--- src/rtl/busca_instrucao_if.sv ---
// Instruction-side bus of the nRisc fetch unit:
// memory read port, decode handshake and control-unit hooks.
interface busca_instrucao_if #(
  parameter int ADDR_W  = 8,
  parameter int INSTR_W = 8
);

  logic               im_req;
  logic [ADDR_W-1:0]  im_addr;
  logic [INSTR_W-1:0] im_data;

  logic [INSTR_W-1:0] instr;
  logic [ADDR_W-1:0]  pc_instr;
  logic               instr_valid;
  logic               instr_ready;

  logic               redirect;
  logic [ADDR_W-1:0]  redirect_addr;
  logic               encerra;
  logic               halted;

  modport master (
    output im_req,
    output im_addr,
    input  im_data,
    output instr,
    output pc_instr,
    output instr_valid,
    input  instr_ready,
    input  redirect,
    input  redirect_addr,
    input  encerra,
    output halted
  );

  modport slave (
    input  im_req,
    input  im_addr,
    output im_data,
    input  instr,
    input  pc_instr,
    input  instr_valid,
    output instr_ready,
    output redirect,
    output redirect_addr,
    output encerra,
    input  halted
  );

endinterface

--- src/rtl/busca_instrucao.sv ---
// nRisc instruction fetch: PC walk, 2-entry queue,
// epoch-tagged responses, redirect and halt handling.
module busca_instrucao #(
  parameter int ADDR_W  = 8,
  parameter int INSTR_W = 8
) (
  input  logic               clock,
  input  logic               reset,
  busca_instrucao_if.master  bus
);

  typedef enum logic {
    RUN  = 1'b0,
    HALT = 1'b1
  } state_t;

  state_t             state;
  state_t             state_next;

  logic [ADDR_W-1:0]  fetch_pc;
  logic [ADDR_W-1:0]  fetch_pc_next;
  logic               epoch;
  logic               epoch_next;

  logic               inflight;
  logic               inflight_next;
  logic               inflight_tag;
  logic               inflight_tag_next;
  logic [ADDR_W-1:0]  inflight_addr;
  logic [ADDR_W-1:0]  inflight_addr_next;

  logic [INSTR_W-1:0] q_data [2];
  logic [ADDR_W-1:0]  q_addr [2];
  logic               head;
  logic               head_next;
  logic [1:0]         count;
  logic [1:0]         count_next;
  logic               tail;

  logic               run;
  logic               pop;
  logic               req;
  logic               tag_ok;
  logic               write;
  logic [2:0]         credit;

  // Handshake, credit and request decode; outputs
  // never depend on the arriving byte (no bypass).
  always_comb begin
    run    = (state == RUN);
    pop    = run && (count != 2'd0) && bus.instr_ready;
    credit = {1'b0, count}
           + {2'b00, inflight}
           - {2'b00, pop};
    req    = run && !reset
           && !bus.redirect && !bus.encerra
           && (credit < 3'd2);
    tag_ok = inflight && (inflight_tag == epoch);
    tail   = head ^ count[0];

    bus.im_req      = req;
    bus.im_addr     = fetch_pc;
    bus.instr       = q_data[head];
    bus.pc_instr    = q_addr[head];
    bus.instr_valid = run && (count != 2'd0);
    bus.halted      = !run;
  end

  // Next-state: halt beats redirect, redirect
  // flushes even a same-cycle pop or arrival.
  always_comb begin
    state_next         = state;
    fetch_pc_next      = fetch_pc;
    epoch_next         = epoch;
    inflight_next      = 1'b0;
    inflight_tag_next  = inflight_tag;
    inflight_addr_next = inflight_addr;
    head_next          = head;
    count_next         = count;
    write              = 1'b0;

    unique case (1'b1)
      !run: begin
        state_next = HALT;
        count_next = 2'd0;
      end
      run && bus.encerra: begin
        state_next = HALT;
        count_next = 2'd0;
      end
      run && !bus.encerra && bus.redirect: begin
        count_next    = 2'd0;
        epoch_next    = !epoch;
        fetch_pc_next = bus.redirect_addr;
      end
      default: begin
        write              = tag_ok;
        head_next          = head ^ pop;
        count_next         = count
                           + {1'b0, write}
                           - {1'b0, pop};
        inflight_next      = req;
        inflight_tag_next  = epoch;
        inflight_addr_next = fetch_pc;
        fetch_pc_next      = fetch_pc
                           + {{(ADDR_W-1){1'b0}}, req};
      end
    endcase
  end

  // Control state, PC, epoch and queue pointers.
  always_ff @(posedge clock or posedge reset) begin
    if (reset) begin
      state         <= RUN;
      fetch_pc      <= '0;
      epoch         <= 1'b0;
      inflight      <= 1'b0;
      inflight_tag  <= 1'b0;
      inflight_addr <= '0;
      head          <= 1'b0;
      count         <= 2'd0;
    end else begin
      state         <= state_next;
      fetch_pc      <= fetch_pc_next;
      epoch         <= epoch_next;
      inflight      <= inflight_next;
      inflight_tag  <= inflight_tag_next;
      inflight_addr <= inflight_addr_next;
      head          <= head_next;
      count         <= count_next;
    end
  end

  // Queue storage: accepted response lands at tail.
  always_ff @(posedge clock or posedge reset) begin
    if (reset) begin
      q_data[0] <= '0;
      q_data[1] <= '0;
      q_addr[0] <= '0;
      q_addr[1] <= '0;
    end else if (write) begin
      q_data[tail] <= bus.im_data;
      q_addr[tail] <= inflight_addr;
    end
  end

endmodule

--- src/flat_wrapper.sv ---
// flat-port wrapper written by rule: the top's interface ports become plain ports
module busca_instrucao_flat 
#(
  parameter int ADDR_W  = 8,
  parameter int INSTR_W = 8
)
  (clock, reset, bus_im_req, bus_im_addr, bus_im_data, bus_instr, bus_pc_instr, bus_instr_valid, bus_instr_ready, bus_redirect, bus_redirect_addr, bus_encerra, bus_halted);
  busca_instrucao_if #(.ADDR_W(ADDR_W), .INSTR_W(INSTR_W)) bus_i ();
  input  logic clock;
  input  logic reset;
  output wire logic [$bits(bus_i.im_req)-1:0] bus_im_req;
  output wire logic [$bits(bus_i.im_addr)-1:0] bus_im_addr;
  input wire logic [$bits(bus_i.im_data)-1:0] bus_im_data;
  output wire logic [$bits(bus_i.instr)-1:0] bus_instr;
  output wire logic [$bits(bus_i.pc_instr)-1:0] bus_pc_instr;
  output wire logic [$bits(bus_i.instr_valid)-1:0] bus_instr_valid;
  input wire logic [$bits(bus_i.instr_ready)-1:0] bus_instr_ready;
  input wire logic [$bits(bus_i.redirect)-1:0] bus_redirect;
  input wire logic [$bits(bus_i.redirect_addr)-1:0] bus_redirect_addr;
  input wire logic [$bits(bus_i.encerra)-1:0] bus_encerra;
  output wire logic [$bits(bus_i.halted)-1:0] bus_halted;
  assign bus_im_req = bus_i.im_req;
  assign bus_im_addr = bus_i.im_addr;
  assign bus_i.im_data = bus_im_data;
  assign bus_instr = bus_i.instr;
  assign bus_pc_instr = bus_i.pc_instr;
  assign bus_instr_valid = bus_i.instr_valid;
  assign bus_i.instr_ready = bus_instr_ready;
  assign bus_i.redirect = bus_redirect;
  assign bus_i.redirect_addr = bus_redirect_addr;
  assign bus_i.encerra = bus_encerra;
  assign bus_halted = bus_i.halted;
  busca_instrucao #(.ADDR_W(ADDR_W), .INSTR_W(INSTR_W)) u_core (.clock(clock), .reset(reset), .bus(bus_i));
endmodule
--- config.mk ---
export PLATFORM = sky130hd
export DESIGN_NAME = busca_instrucao_flat
export DESIGN_NICKNAME = d
export VERILOG_FILES = /design/src/rtl/busca_instrucao_if.sv /design/src/rtl/busca_instrucao.sv /design/src/flat_wrapper.sv
export SDC_FILE = /design/constraint.sdc
export NUM_CORES = 1
export LEC_CHECK = 0
export CORE_MARGIN = 2
export CORE_UTILIZATION = 56
export DETAILED_ROUTE_END_ITERATION = 6
export PLACE_DENSITY = 0.92
export SLEW_MARGIN = 20
export SYNTH_ARGS = -nofsm -noshare
export SYNTH_HDL_FRONTEND = slang
export SYNTH_SLANG_ARGS = --single-unit
--- constraint.sdc ---
create_clock -name clock -period 4.75 [get_ports clock]
set_clock_uncertainty 0.2 [all_clocks]
set_input_delay 1.1875 -clock clock [delete_from_list [all_inputs] [get_ports clock]]
set_output_delay 1.1875 -clock clock [all_outputs]
set_load 0.05 [all_outputs]
After elaboration in Yosys (flattened, before gate mapping)
Cells that the tools add are included.

storage, ports and cells
  input bits = 21
  logic and storage cells = 60
  bits in registers = 55
  output and inout bits = 27

operators by class
  add/subtract/negate cells = 5
  $lt $le $gt $ge = 4
  bitwise logic cells = 5
  reductions and logical operators = 18
  multiplexer cells = 15
  equal/unequal tests = 1

operator list
  cell                                                       number
  two-way mux 8 bit                                          7
  bitwise mux 16 bit                                         2
  one-hot mux 8 bit (2 select lines)                         1
  logical AND 1 bit                                          11
  adder 8 x 1 -> 8 bit                                       1
  demux 8 bit (select 1 bit)                                 1
  greater-or-equal comparator 2 bit (second input constant)  2
  logical NOT 1 bit                                          4
  NOT 1 -> 2 bit                                             2
  adder 2 x 1 -> 3 bit                                       1
  < comparator 3 x 2 -> 1 bit (second input constant)        1
  two-way mux 1 bit                                          3
  OR reduction 3 bit                                         1
  subtractor 3 x 1 -> 3 bit                                  1
  adder 2 x 1 -> 2 bit                                       1
  < comparator 2 x 1 -> 1 bit (second input constant)        1
  two-way mux 2 bit                                          1
  nonzero test 2 bit                                         1
  OR reduction 2 bit                                         1
  subtractor 2 x 1 -> 2 bit                                  1
  XOR 1 bit                                                  2
  == test 1 bit                                              1
  NOT 1 bit                                                  1

Longest topological paths before layout
Gate-level depths: netlist (run 1).

  depth after elaboration = 8
  mapped depth = 13
  depth with buffers taken out = 12

Least setup slack after synthesis (run 1)
OpenSTA, ideal clock, no wires.

  kind = input to output
  start point = input reset
  end point = output bus_im_req
  buffers on the path = 0
  stages on the path = 2
  data required time = 3363 ps
  path slack = 298 ps
  arrival time = 3064 ps
  cell sequence = inv_1 > and4_1

on the way
  word-level cells in the longest chain between the ends = 5

RTL lines
  what                             line                   source
  from (decl)                      flat_wrapper.sv:10     input logic reset;
  logical NOT 1 bit                busca_instrucao.sv:55  req = run && !reset
  logical AND 1 bit                busca_instrucao.sv:55
  logical AND 1 bit (2 in series)  busca_instrucao.sv:56  && !bus.redirect && !bus.encerra
  logical AND 1 bit                busca_instrucao.sv:57  && (credit < 3'd2);
  to (decl)                        flat_wrapper.sv:11     output wire logic [$bits(bus_i.im_req)-1:0] bus_im_req;

Every way passes these cells.

Worst setup path after layout (run 1)
  start point = input bus_instr_ready
  end point = output bus_im_req

on the way
  word-level cells in the longest chain between the ends = 4

RTL lines
  what                         line                   source
  from (decl)                  flat_wrapper.sv:17     input wire logic [$bits(bus_i.instr_ready)-1:0] bus_instr_ready;
  logical AND 1 bit            busca_instrucao.sv:51  pop = run && (count != 2'd0) && bus.instr_ready;
  subtractor 3 x 1 -> 3 bit    busca_instrucao.sv:54  - {2'b00, pop};
  < comparator 3 x 2 -> 1 bit  busca_instrucao.sv:57
  logical AND 1 bit            busca_instrucao.sv:57

Every way passes these cells.

==> metrics.md, run 1 <==
| Metric | Value |
|---|---|
| Outcome | complete, no violations |
| Routed via count | 1,682 |
| Area contributors post-synth | dfrtp_1 (51%), mux2_2 (15%), mux2_4 (11%), ha_1 (2.3%), xnor2_1 (2.3%) |
| DRT antenna net count | 0 |
| Max Cap Viol | 0 |
| F_max | 219 MHz |
| Clock power frac | 33.0% |
| WP data arrival | 3.19 ns |
| Largest family of logic cells by synthesized area | multiplexers |
| Final Cycle Share | 96.3% |
| 1st-pass router iterations | 4 |
| Layout cells sized above 1 | 30.3% |
| Slowest stage delay, CP | 0.47 ns |
| Kind of critical path | in -> out |
| Via density | 5.70 |
| Synthesized Nets | 220 |
| Cells along the critical path | clkdlybuf4s50_1 > and2_1 > ha_1 > nand2b_1 > fa_1 > xnor2_1 > and4_1 > buf_12 |
| Area of the multi-input gates | 1260 sq um |
| Number of synthesized flops with an enable pin | 0 |
| Ys flop type | dfrtp_1 |
| First-pass GRT wire length | 8400 um |
| CP endpoint kind | output pin |
| Avg WL per Cell | 17.1 um |
| Initial drt markers | 116 |
| Simple-Gate Fraction of Synth Area | 8.86% |
| CTS Buf Count | 5 |
| Worst-path clk slew | 0.08 ns |
| Top-area cell type share of the netlist area | 50.8% |
| Sink Count | 55 |
| Internal | 639 uW |
| Synth unique cells | 37 |
| Setup TNS | 0 ns |
| Unrepaired setup endpoints after global routing | no |
| PwrDens | 247 nW/um^2 |
| Slew HR | 45.7% |
| Combinational fraction of design power | 7.9% |
| DP Wirelength | 3510 um |
| Switching component of the power | 180 uW |
| Commonest non-fill, non-tap cells in the layout | dfrtp_1 (55), clkdlybuf4s50_1 (46), mux2_2 (37) |
| Post-route DRC | 0 |
| NumNets Final | 267 |
| Worst-case clock buffer depth | 2 |
| Yosys warns | 0 |
| Port Buffers | 47 |
| Leakage | 1.59 nW |
| Seq/Total Area, Yosys | 50.8% |
| Fin. Hold Viols | 0 |
| Core Footprint | 4690 sq um |
| Post-synthesis mux area share | 27.5% |
| Sequential Power Share | 59.2% |
| Die Y | 73.6 um |
| Remaining global-route overflow | 0 |
| Fillers | 345 |
| Global Route Usage Sum | 20.5% |
| Final WS setup | 0.174 ns |
| Switching portion of total power | 22.0% |
| ANT cells | 0 |
| Setup Slack @ Placement | 0.173 ns |
| Finish-stage setup viols | 0 |
| Crit-path slowest cell | clkdlybuf4s50_1 |
| Initial antenna violation count | 0 |
| Die area | 5410 sq um |
| Die Wd | 73.6 um |
| CTS tree | yes |
| Synth async-reset ratio | 100% |
| Final wirelength | 5060 um |
| Synth Area in XOR/XNOR | 2.26% |
| Total Power | 819 uW |
| Critical Path RT | 3.36 ns |
| Commonest non-fill, non-tap cell in the layout | dfrtp_1 |
| Clock insertion delay at the later pin of the skew report | 0.30 ns |
| Critical path launch point type | primary input |
| Post-layout min period | 4.58 ns |
| Worst slew pin tran | 0.815 ns |
| Post-CTS resize count | 0 |
| CTS Root Cell | clkbuf_8 |
| VDD IR max | 0.123 mV |
| Initial Utilization | 57.8% |
| Min-delay worst type | reg -> reg |
| Io pins | 48 |
| Crit Path Max Fanout | 2 |
| Pin count of the biggest net entering global routing | 57 |
| Syn avg cell area | 14.0 sq um |
| Synthesized flop and latch total | 55 |
| Synth area leader | dfrtp_1 |
| Post-Synth Adder-Cell Area | 3.05% |
| Compound-Gate Fraction of Synth Area | 4.71% |
| Vias in the first global route | 1,740 |
| Syn Inst Count | 193 |
| Final Max Tran Viols | 0 |
| Post-CTS Hold Fix Bufs | 0 |
| Synthesized cell area | 2710 sq um |
| H-tree Lvls | 2 |
| FF/Latch Area | 1380 sq um |
| Routability cong. | 0.766 |
| Layout area overhead | 22.5% |
| Setup bufs post-CTS | 0 |
| Rows | 25 |
## metal layers
layer	vias up	GRT usage (%)	routed length [um]
met5	-	0	0
met4	0	5.66	45
met3	5	3.29	243
met2	52	33.4	2460
met1	831	28.5	2310
li1	794	-	-
## synthesized netlist by cell type (4+ instances only)
master / n
mux2_4: 20
buf_2: 4
mux2_2: 37
ha_1: 5
inv_1: 6
xnor2_1: 7
and4_1: 5
and2_1: 5
dfrtp_1: 55
nor2_1: 4
a21oi_1: 4
## per-stage QoR
step	cells	area [sq um]	util [%]	hold WS [ns]
floorplan	193	2710	-	0.274
global placement	287	3220	68.6	0.283
detailed placement	287	3220	68.6	0.290
CTS	295	3320	70.8	0.310
global route	295	3320	70.8	0.331
finish	295	3320	70.8	0.308
## cell type report
| class | count | share of cell area (%) |
|---|---|---|
| Clock buffer | 8 | 3.01 |
| Inverter | 6 | 0.678 |
| Multi-Input combinational cell | 123 | 37.9 |
| Sequential cell | 55 | 41.4 |
| Tap cell | 54 | 2.03 |
| Timing Repair Buffer | 49 | 14.9 |
## sequential cells by signal, indices dropped and copies added, names as in the netlist, 2 cells and up
register	flops
u_core.bus.im_addr	8
u_core.inflight_addr	8
u_core.q_addr	16
u_core.count	2
u_core.q_data	16
## final timing paths
check                             startpoint                    end  slack [ns]  cells after the start
max                          bus_instr_ready             bus_im_req        0.17                      8
min                        u_core.q_addr[11]      u_core.q_addr[11]        0.31                      1
max reg2reg                u_core.bus.halted  u_core.bus.im_addr[2]        1.24                     12
min reg2reg                u_core.q_addr[11]      u_core.q_addr[11]        0.31                      1
max in group asynchronous              reset  u_core.bus.im_addr[6]        2.64                      3
min in group asynchronous              reset      u_core.q_addr[13]        1.27                      3
## cell families (layout without fill, tap and decap cells)
| family | count (synthesis) | in the layout |
|---|---|---|
| fa+ha+maj | 6 | 6 |
| mux | 60 | 60 |
| compound gates | 19 | 19 |
| xor+xnor | 7 | 7 |
| simple gates | 31 | 31 |
| flops | 55 | 55 |
| buf+inv | 15 | 63 |
## worst max-delay path, delay by kind of cell
family / cells / cell delay, ns
buffers and inverters: 2 / 0.63
adder cells (fa/ha/maj): 2 / 0.61
AND/OR/NAND/NOR: 3 / 0.60
XOR/XNOR: 1 / 0.17
## power groups by stage
stage               registers, mW  clock network, mW  logic (mW)
floorplan                   0.500                  0      0.0268
global placement            0.493                  0      0.0639
detailed placement          0.494                  0      0.0651
CTS                         0.485              0.276      0.0655
global route                0.486              0.297      0.0708
finish                      0.485              0.270      0.0645
Power figures use the tool's default switching activity.
==> run 2, diff against run 1 <==
- SETUP_SLACK_MARGIN: default -> 0.1
==> metrics.md, run 2 (same netlist as run 1, synthesis figures left out) <==
| Metric | Value |
|---|---|
| Outcome | complete, no violations |
| Final Cycle Share | 95.7% |
| CTS Buf Count | 5 |
| Die area | 5410 sq um |
| Clock insertion delay at the later pin of the skew report | 0.30 ns |
| CTS tree | yes |
| Setup TNS | 0 ns |
| PwrDens | 247 nW/um^2 |
| Max Cap Viol | 0 |
| VDD IR max | 0.123 mV |
| Global Route Usage Sum | 20.5% |
| First-pass GRT wire length | 8400 um |
| Min-delay worst type | reg -> reg |
| Rows | 25 |
| Internal | 639 uW |
| Switching portion of total power | 22.0% |
| Post-layout instance area | 3320 sq um |
| Io pins | 48 |
| Hold_sp | u_core.q_addr[11] |
| Die Wd | 73.6 um |
| 1st-pass router iterations | 4 |
| Final WS setup | 0.202 ns |
| CTS Root Cell | clkbuf_8 |
| Critical path launch point type | primary input |
| Kind of critical path | in -> out |
| Finish-stage setup viols | 0 |
| Initial Utilization | 57.8% |
| Largest registers | u_core.q_addr (16), u_core.q_data (16) |
| Die Y | 73.6 um |
| Remaining global-route overflow | 0 |
| Post-CTS Hold Fix Bufs | 0 |
| DRT antenna net count | 0 |
| Sequential Power Share | 59.2% |
| ANT cells | 0 |
| Clock power frac | 33.0% |
| Leakage | 1.60 nW |
| Post-route DRC | 0 |
| Unrepaired setup endpoints after global routing | no |
| Worst-case clock buffer depth | 2 |
| Post-layout min period | 4.55 ns |
| H-tree Lvls | 2 |
| Layout area overhead | 22.6% |
| Via density | 5.70 |
| Worst-path clk slew | 0.08 ns |
| Critical Path RT | 3.36 ns |
| Routed via count | 1,681 |
| FF-to-FF Start | u_core.bus.halted |
| Switching component of the power | 180 uW |
| Initial antenna violation count | 0 |
| Slew HR | 45.7% |
| Critical Path Start | bus_instr_ready |
| Port Buffers | 47 |
| Crit Path Max Fanout | 2 |
| Avg WL per Cell | 17.1 um |
| Pin count of the biggest net entering global routing | 57 |
| Setup Slack @ Placement | 0.173 ns |
| Fillers | 344 |
| NumNets Final | 267 |
| Fin. Hold Viols | 0 |
| Final Max Tran Viols | 0 |
| Initial drt markers | 116 |
| Vias in the first global route | 1,740 |
| Worst slew pin tran | 0.815 ns |
| Combinational fraction of design power | 7.9% |
| DP Wirelength | 3510 um |
| F_max | 220 MHz |
| Layout cells sized above 1 | 30.7% |
| Core Footprint | 4690 sq um |
| Post-DP Area | 3220 sq um |
| Commonest non-fill, non-tap cells in the layout | dfrtp_1 (55), clkdlybuf4s50_1 (46), mux2_2 (37) |
| CP endpoint kind | output pin |
| WP data arrival | 3.16 ns |
| Sink Count | 55 |
| Routability cong. | 0.766 |
| Final wirelength | 5060 um |
| Commonest non-fill, non-tap cell in the layout | dfrtp_1 |
==> run 2: cell counts in the layout (fill, tap and decap cells not counted) <==
No cell type changed its count.
==> run 2: area by class of cell <==
class	instances	area [sq um]	share of cell area (%)
multi-input combinational	123	1260	38.0
timing repair buffer	49	495	14.9
clock buffer	8	100	3.01
tap	54	67.6	2.03
sequential	55	1380	41.4
inverter	6	22.5	0.678
==> run 2: metal layers <==
metal	GRT usage (%)	part of all wire (%)	vias up
met1	28.5	46	830
met3	3.29	4.8	5
met4	5.66	0.89	0
li1	-	-	794
met5	0	0	-
met2	33.4	49	52
==> run 2: path summary, 6_finish.rpt <==
path / slack, ns / end / cells past startpoint
max: 0.20 / bus_im_req / 8
min: 0.31 / u_core.q_addr[11] / 1
max reg2reg: 1.27 / u_core.bus.im_addr[2] / 12
min reg2reg: 0.31 / u_core.q_addr[11] / 1
max in group asynchronous: 2.63 / u_core.bus.im_addr[6] / 3
min in group asynchronous: 1.27 / u_core.q_addr[13] / 3
==> run 2: metrics by stage <==
step | hold WS, ns | utilization (%) | total power, mW | cells
finish | 0.308 | 70.8 | 0.819 | 295
global route | 0.331 | 70.8 | 0.854 | 295
CTS | 0.310 | 70.8 | 0.827 | 295
detailed placement | 0.290 | 68.6 | 0.559 | 287
global placement | 0.283 | 68.6 | 0.557 | 287
floorplan | 0.274 | - | 0.526 | 193
==> run 2: critical path, cell delays in order <==
cell and delay (ns):
clkdlybuf4s50_1 0.47, and2_1 0.15, ha_1 0.23, nand2b_1 0.15, fa_1 0.38, xnor2_1 0.19, and4_4 0.28, buf_12 0.14
==> run 2: what timing repair did <==
action,CTS,global route
gates resized for setup,0,2
setup endpoints to repair,0,1
buffers inserted,0,0
endpoints found under the hold margin,0,0
==> run 2: power groups by stage <==
stage               Sequential [mW]  Clock, mW  Combinational [mW]
floorplan                     0.500          0              0.0268
global placement              0.493          0              0.0639
detailed placement            0.494          0              0.0651
CTS                           0.485      0.276              0.0655
global route                  0.486      0.297              0.0708
finish                        0.485      0.270              0.0645
==> patch 1, RTL diff (settings of run 2) <==
Take the reset off `inflight_addr` and load it in a clocked block of its own.
--- a/src/rtl/busca_instrucao.sv
+++ b/src/rtl/busca_instrucao.sv
@@ -116,7 +116,6 @@
       epoch         <= 1'b0;
       inflight      <= 1'b0;
       inflight_tag  <= 1'b0;
-      inflight_addr <= '0;
       head          <= 1'b0;
       count         <= 2'd0;
     end else begin
@@ -125,10 +124,13 @@
       epoch         <= epoch_next;
       inflight      <= inflight_next;
       inflight_tag  <= inflight_tag_next;
-      inflight_addr <= inflight_addr_next;
       head          <= head_next;
       count         <= count_next;
     end
+  end
+
+  always_ff @(posedge clock) begin
+    inflight_addr <= inflight_addr_next;
   end
 
   // Queue storage: accepted response lands at tail.
Check against the original RTL: same outputs for any inputs over 10 cycles, from zero or initial values and one cycle with reset high; that may be too few to reach the edited logic, so the function may still have changed.
==> patch 1 against run 2 <==
  * Sequential share of layout area increased by 1.7 points
  * Routed wire length fell by 8.1%
  * Synthesized area shrank 1.5%
  * Core utilization shrank 0.36 points
  * Sequential cell count unchanged
  * Design area shrank 1.2%
  * Total power down 2.2%
  * Setup slack better by 0.018 ns
  * Clock power fell by 7.8%
==> patch 1: results (changes against run 2) <==
* Wire length per cell at 16.1 um (was 17.1 um)
* CP arrival at 3.14 ns (was 3.16 ns)
* Leak Pwr at 1.51 nW (was 1.60 nW)
* VDD IR max at 0.144 mV (was 0.123 mV)
* Top cells by area, synth: dfrtp_1 (44%), mux2_2 (12%), mux2_4 (11%) (was dfrtp_1 (51%), mux2_2 (15%), mux2_4 (11%))
* Slew @ Worst Pin at 0.816 ns (was 0.815 ns)
* Netlist cell types at 40 (was 37)
* Syn_area_per_cell at 14.5 um2 (was 14.0 um2)
* Status: complete, no violations (unchanged)
* Fillers at 312 (was 344)
* R2R setup slack at 1.20 ns (was 1.27 ns)
* Number of flops mapped to enable cells by yosys at 8 (was 0)
* HPWL after DPL at 3170 um (was 3510 um)
* First-pass GRT wire length at 7870 um (was 8400 um)
* Place WS at 0.147 ns (was 0.173 ns)
* Pin count of the biggest net entering global routing at 49 (was 57)
* Initial DRC count at 44 (was 116)
* Dpl cell area at 3190 um2 (was 3220 um2)
* Cell count of the worst reg-to-reg path at 11 (was 12)
* HP Start: u_core.q_data[14] (was u_core.q_addr[11])
* Clk pwr share at 31.0% (was 33.0%)
* Hold EP: u_core.q_data[14] (was u_core.q_addr[11])
* Hold WS at 0.307 ns (was 0.308 ns)
* Synth top cells by count: dfrtp_1 (47), mux2_2 (29), mux2_4 (20) (was dfrtp_1 (55), mux2_2 (37), mux2_4 (20))
* Inst Count DP at 281 (was 287)
* Seq pwr share at 61.0% (was 59.2%)
* Final worst-path cycle share at 95.4% (was 95.7%)
* Max incr delay on CP at 0.55 ns (was 0.47 ns)
* Switch share at 23.2% (was 22.0%)
* GRT Util Overall at 19.1% (was 20.5%)
* Critical path's slowest cell: fa_2 (was clkdlybuf4s50_1)
patch 1: final cells by class:
class                           instances  area [um2]  area share, %
Sequential cell                        55        1420           43.1
Inverter                                6        22.5          0.686
Clock inverter                          2        11.3          0.343
Multi-Input combinational cell        116        1190           36.3
Tap cell                               54        67.6           2.06
Clock buffer                            6        72.6           2.21
Timing Repair Buffer                   50         503           15.3
patch 1: logic make-up after synthesis:
logic type	after synthesis	share of synthesized area, %
flip-flops	55	53.0
multiplexers	52	24.6
AND/OR/NAND/NOR	32	9.32
AO/OA/AOI/OAI	19	4.82
buffers and inverters	13	2.86
XOR/XNOR	7	2.30
adder cells (fa/ha/maj)	6	3.09
patch 1: what timing repair did:
action                     in CTS  in global routing
setup endpoints to repair       0                  1
buffers inserted                0                  0
hold endpoints to repair        0                  0
resized for setup               0                  4
patch 1: per-layer routing:
metal	GRT usage [%]	vias to the layer above	part of all wire [%]
met5	0	-	0
met4	7.41	0	1.2
met3	5.66	6	5.5
met2	30.1	53	48
met1	25.0	831	45
li1	-	780	-
==> patch 2, RTL diff (settings of run 2) <==
Made on the original files. `ADDR_W` is set to 8 in 3 places; all go to 10.
--- a/src/rtl/busca_instrucao_if.sv
+++ b/src/rtl/busca_instrucao_if.sv
@@ -1,7 +1,7 @@
 // Instruction-side bus of the nRisc fetch unit:
 // memory read port, decode handshake and control-unit hooks.
 interface busca_instrucao_if #(
-  parameter int ADDR_W  = 8,
+  parameter int ADDR_W  = 10,
   parameter int INSTR_W = 8
 );
 
--- a/src/rtl/busca_instrucao.sv
+++ b/src/rtl/busca_instrucao.sv
@@ -1,7 +1,7 @@
 // nRisc instruction fetch: PC walk, 2-entry queue,
 // epoch-tagged responses, redirect and halt handling.
 module busca_instrucao #(
-  parameter int ADDR_W  = 8,
+  parameter int ADDR_W  = 10,
   parameter int INSTR_W = 8
 ) (
   input  logic               clock,
--- a/src/flat_wrapper.sv
+++ b/src/flat_wrapper.sv
@@ -1,7 +1,7 @@
 // flat-port wrapper written by rule: the top's interface ports become plain ports
 module busca_instrucao_flat 
 #(
-  parameter int ADDR_W  = 8,
+  parameter int ADDR_W  = 10,
   parameter int INSTR_W = 8
 )
   (clock, reset, bus_im_req, bus_im_addr, bus_im_data, bus_instr, bus_pc_instr, bus_instr_valid, bus_instr_ready, bus_redirect, bus_redirect_addr, bus_encerra, bus_halted);
Interface: changed (resized bus_im_addr, bus_pc_instr and bus_redirect_addr); port bits go from 48 to 54. The function was not compared with the original's and may differ.
==> patch 2 against run 2 <==
  * Synthesized area grew 9.6%
  * Combinational power increased by 6.7%
  * Die area increased by 9.0%
  * Maximum frequency fell by 0.43%
  * Critical path depth down 1
  * Routed wire length is 16% higher
  * Core utilization increased by 2.8 points
  * Total power up 25%
  * Sequential share of layout area up 0.53 points
  * Final cell count is 28% higher
  * Sequential cell count rose by 8
  * Design area rose by 13%
  * Setup slack worse by 0.020 ns
  * Critical endpoint unchanged
==> patch 2: results (changes against run 2) <==
* VDD IR max at 0.163 mV (was 0.123 mV)
* Wire length per cell at 15.5 um (was 17.1 um)
* M3 GR Usage at 6.47% (was 3.29%)
* Sequential power at 0.558 mW (was 0.485 mW)
* Status: complete, no violations (unchanged)
* Dpl cell area at 3570 um2 (was 3220 um2)
* Inst Count DP at 365 (was 287)
* Routed WL at 5870 um (was 5060 um)
* DR vias at 2,100 (was 1,681)
* GR Util met1 at 28.7% (was 28.5%)
* Buffers on Ports at 53 (was 47)
* Mapped Area at 2970 um2 (was 2710 um2)
* H-tree depth at 3 (was 2)
* GRT Util Overall at 22.0% (was 20.5%)
* Post-Syn Instances at 246 (was 193)
* Synth top cells by count: dfrtp_1 (63), mux2_2 (44), nand2_1 (38) (was dfrtp_1 (55), mux2_2 (37), mux2_4 (20))
* Sequential cell area fraction in the yosys report at 53.1% (was 50.8%)
* Syn_nets at 275 (was 220)
* Synth Area in Compound Gates at 4.68% (was 4.71%)
* Reg-to-Reg End: u_core.bus.im_addr[9] (was u_core.bus.im_addr[2])
* Crit path from: bus_instr_ready (unchanged)
* Final Util at 73.6% (was 70.8%)
* HP Start: u_core.inflight_addr[8] (was u_core.q_addr[11])
* Vias in the first global route at 2,128 (was 1,740)
* RR Startpoint: u_core.count[1] (was u_core.bus.halted)
* Cell count of the worst reg-to-reg path at 11 (was 12)
* Netlist cell types at 33 (was 37)
* First-pass GRT wire length at 10,200 um (was 8400 um)
* Final Net Count at 335 (was 267)
* Synth Area in Adders at 2.78% (was 3.05%)
* Pin count of the biggest net entering global routing at 65 (was 57)
* Top cells by area, synth: dfrtp_1 (53%), mux2_2 (17%), mux2_4 (5.1%) (was dfrtp_1 (51%), mux2_2 (15%), mux2_4 (11%))
* Initial DRC count at 124 (was 116)
* Clock Latency Late Sink at 0.33 ns (was 0.30 ns)
* Fillers at 362 (was 344)
* Hold EP: u_core.inflight_addr[8] (was u_core.q_addr[11])
* CP arrival at 3.18 ns (was 3.16 ns)
* Combinational share of power at 6.7% (was 7.9%)
* Clock-pin slew on the worst setup and hold paths at 0.06 ns (was 0.08 ns)
* Leak Pwr at 1.81 nW (was 1.60 nW)
* Slew HR at 41.1% (was 45.7%)
* Post-Synth XOR/XNOR Area at 2.06% (was 2.26%)
* R2R setup slack at 1.35 ns (was 1.27 ns)
* Num CTS Buffers at 9 (was 5)
* Worst hold path depth at 2 (was 1)
* Mux contribution to synthesized area at 22.7% (was 27.5%)
-- patch 2: critical path, stage by stage --
cell and delay, ns:
clkdlybuf4s50_1 0.46, nor3b_4 0.20, ha_1 0.25, nand2b_1 0.16
fa_2 0.54, and4_4 0.24, buf_12 0.14
-- patch 2: cell type report --
type / count / share of cell area [%]
clock buffers: 13 / 4.23
repair buffers: 58 / 15.4
multi-input cells: 166 / 35.2
flip-flops and latches: 63 / 41.9
well taps: 70 / 2.33
clock inverters: 1 / 0.133
inverters: 8 / 0.799
-- patch 2: stage by stage --
stage | total power, mW | setup WS (ns)
2_1_floorplan | 0.602 | 0.114
3_3_place_gp | 0.635 | 0.0903
3_5_place_dp | 0.637 | -0.00594
4_1_cts | 1.03 | 0.108
5_1_grt | 1.07 | 0.106
6_report | 1.02 | 0.183
-- patch 2: metal layers --
| layer | part of all wire [%] | wire length, um |
|---|---|---|
| met5 | 0 | 0 |
| met4 | 1.7 | 100 |
| met3 | 4.4 | 259 |
| met2 | 50 | 2920 |
| met1 | 44 | 2590 |
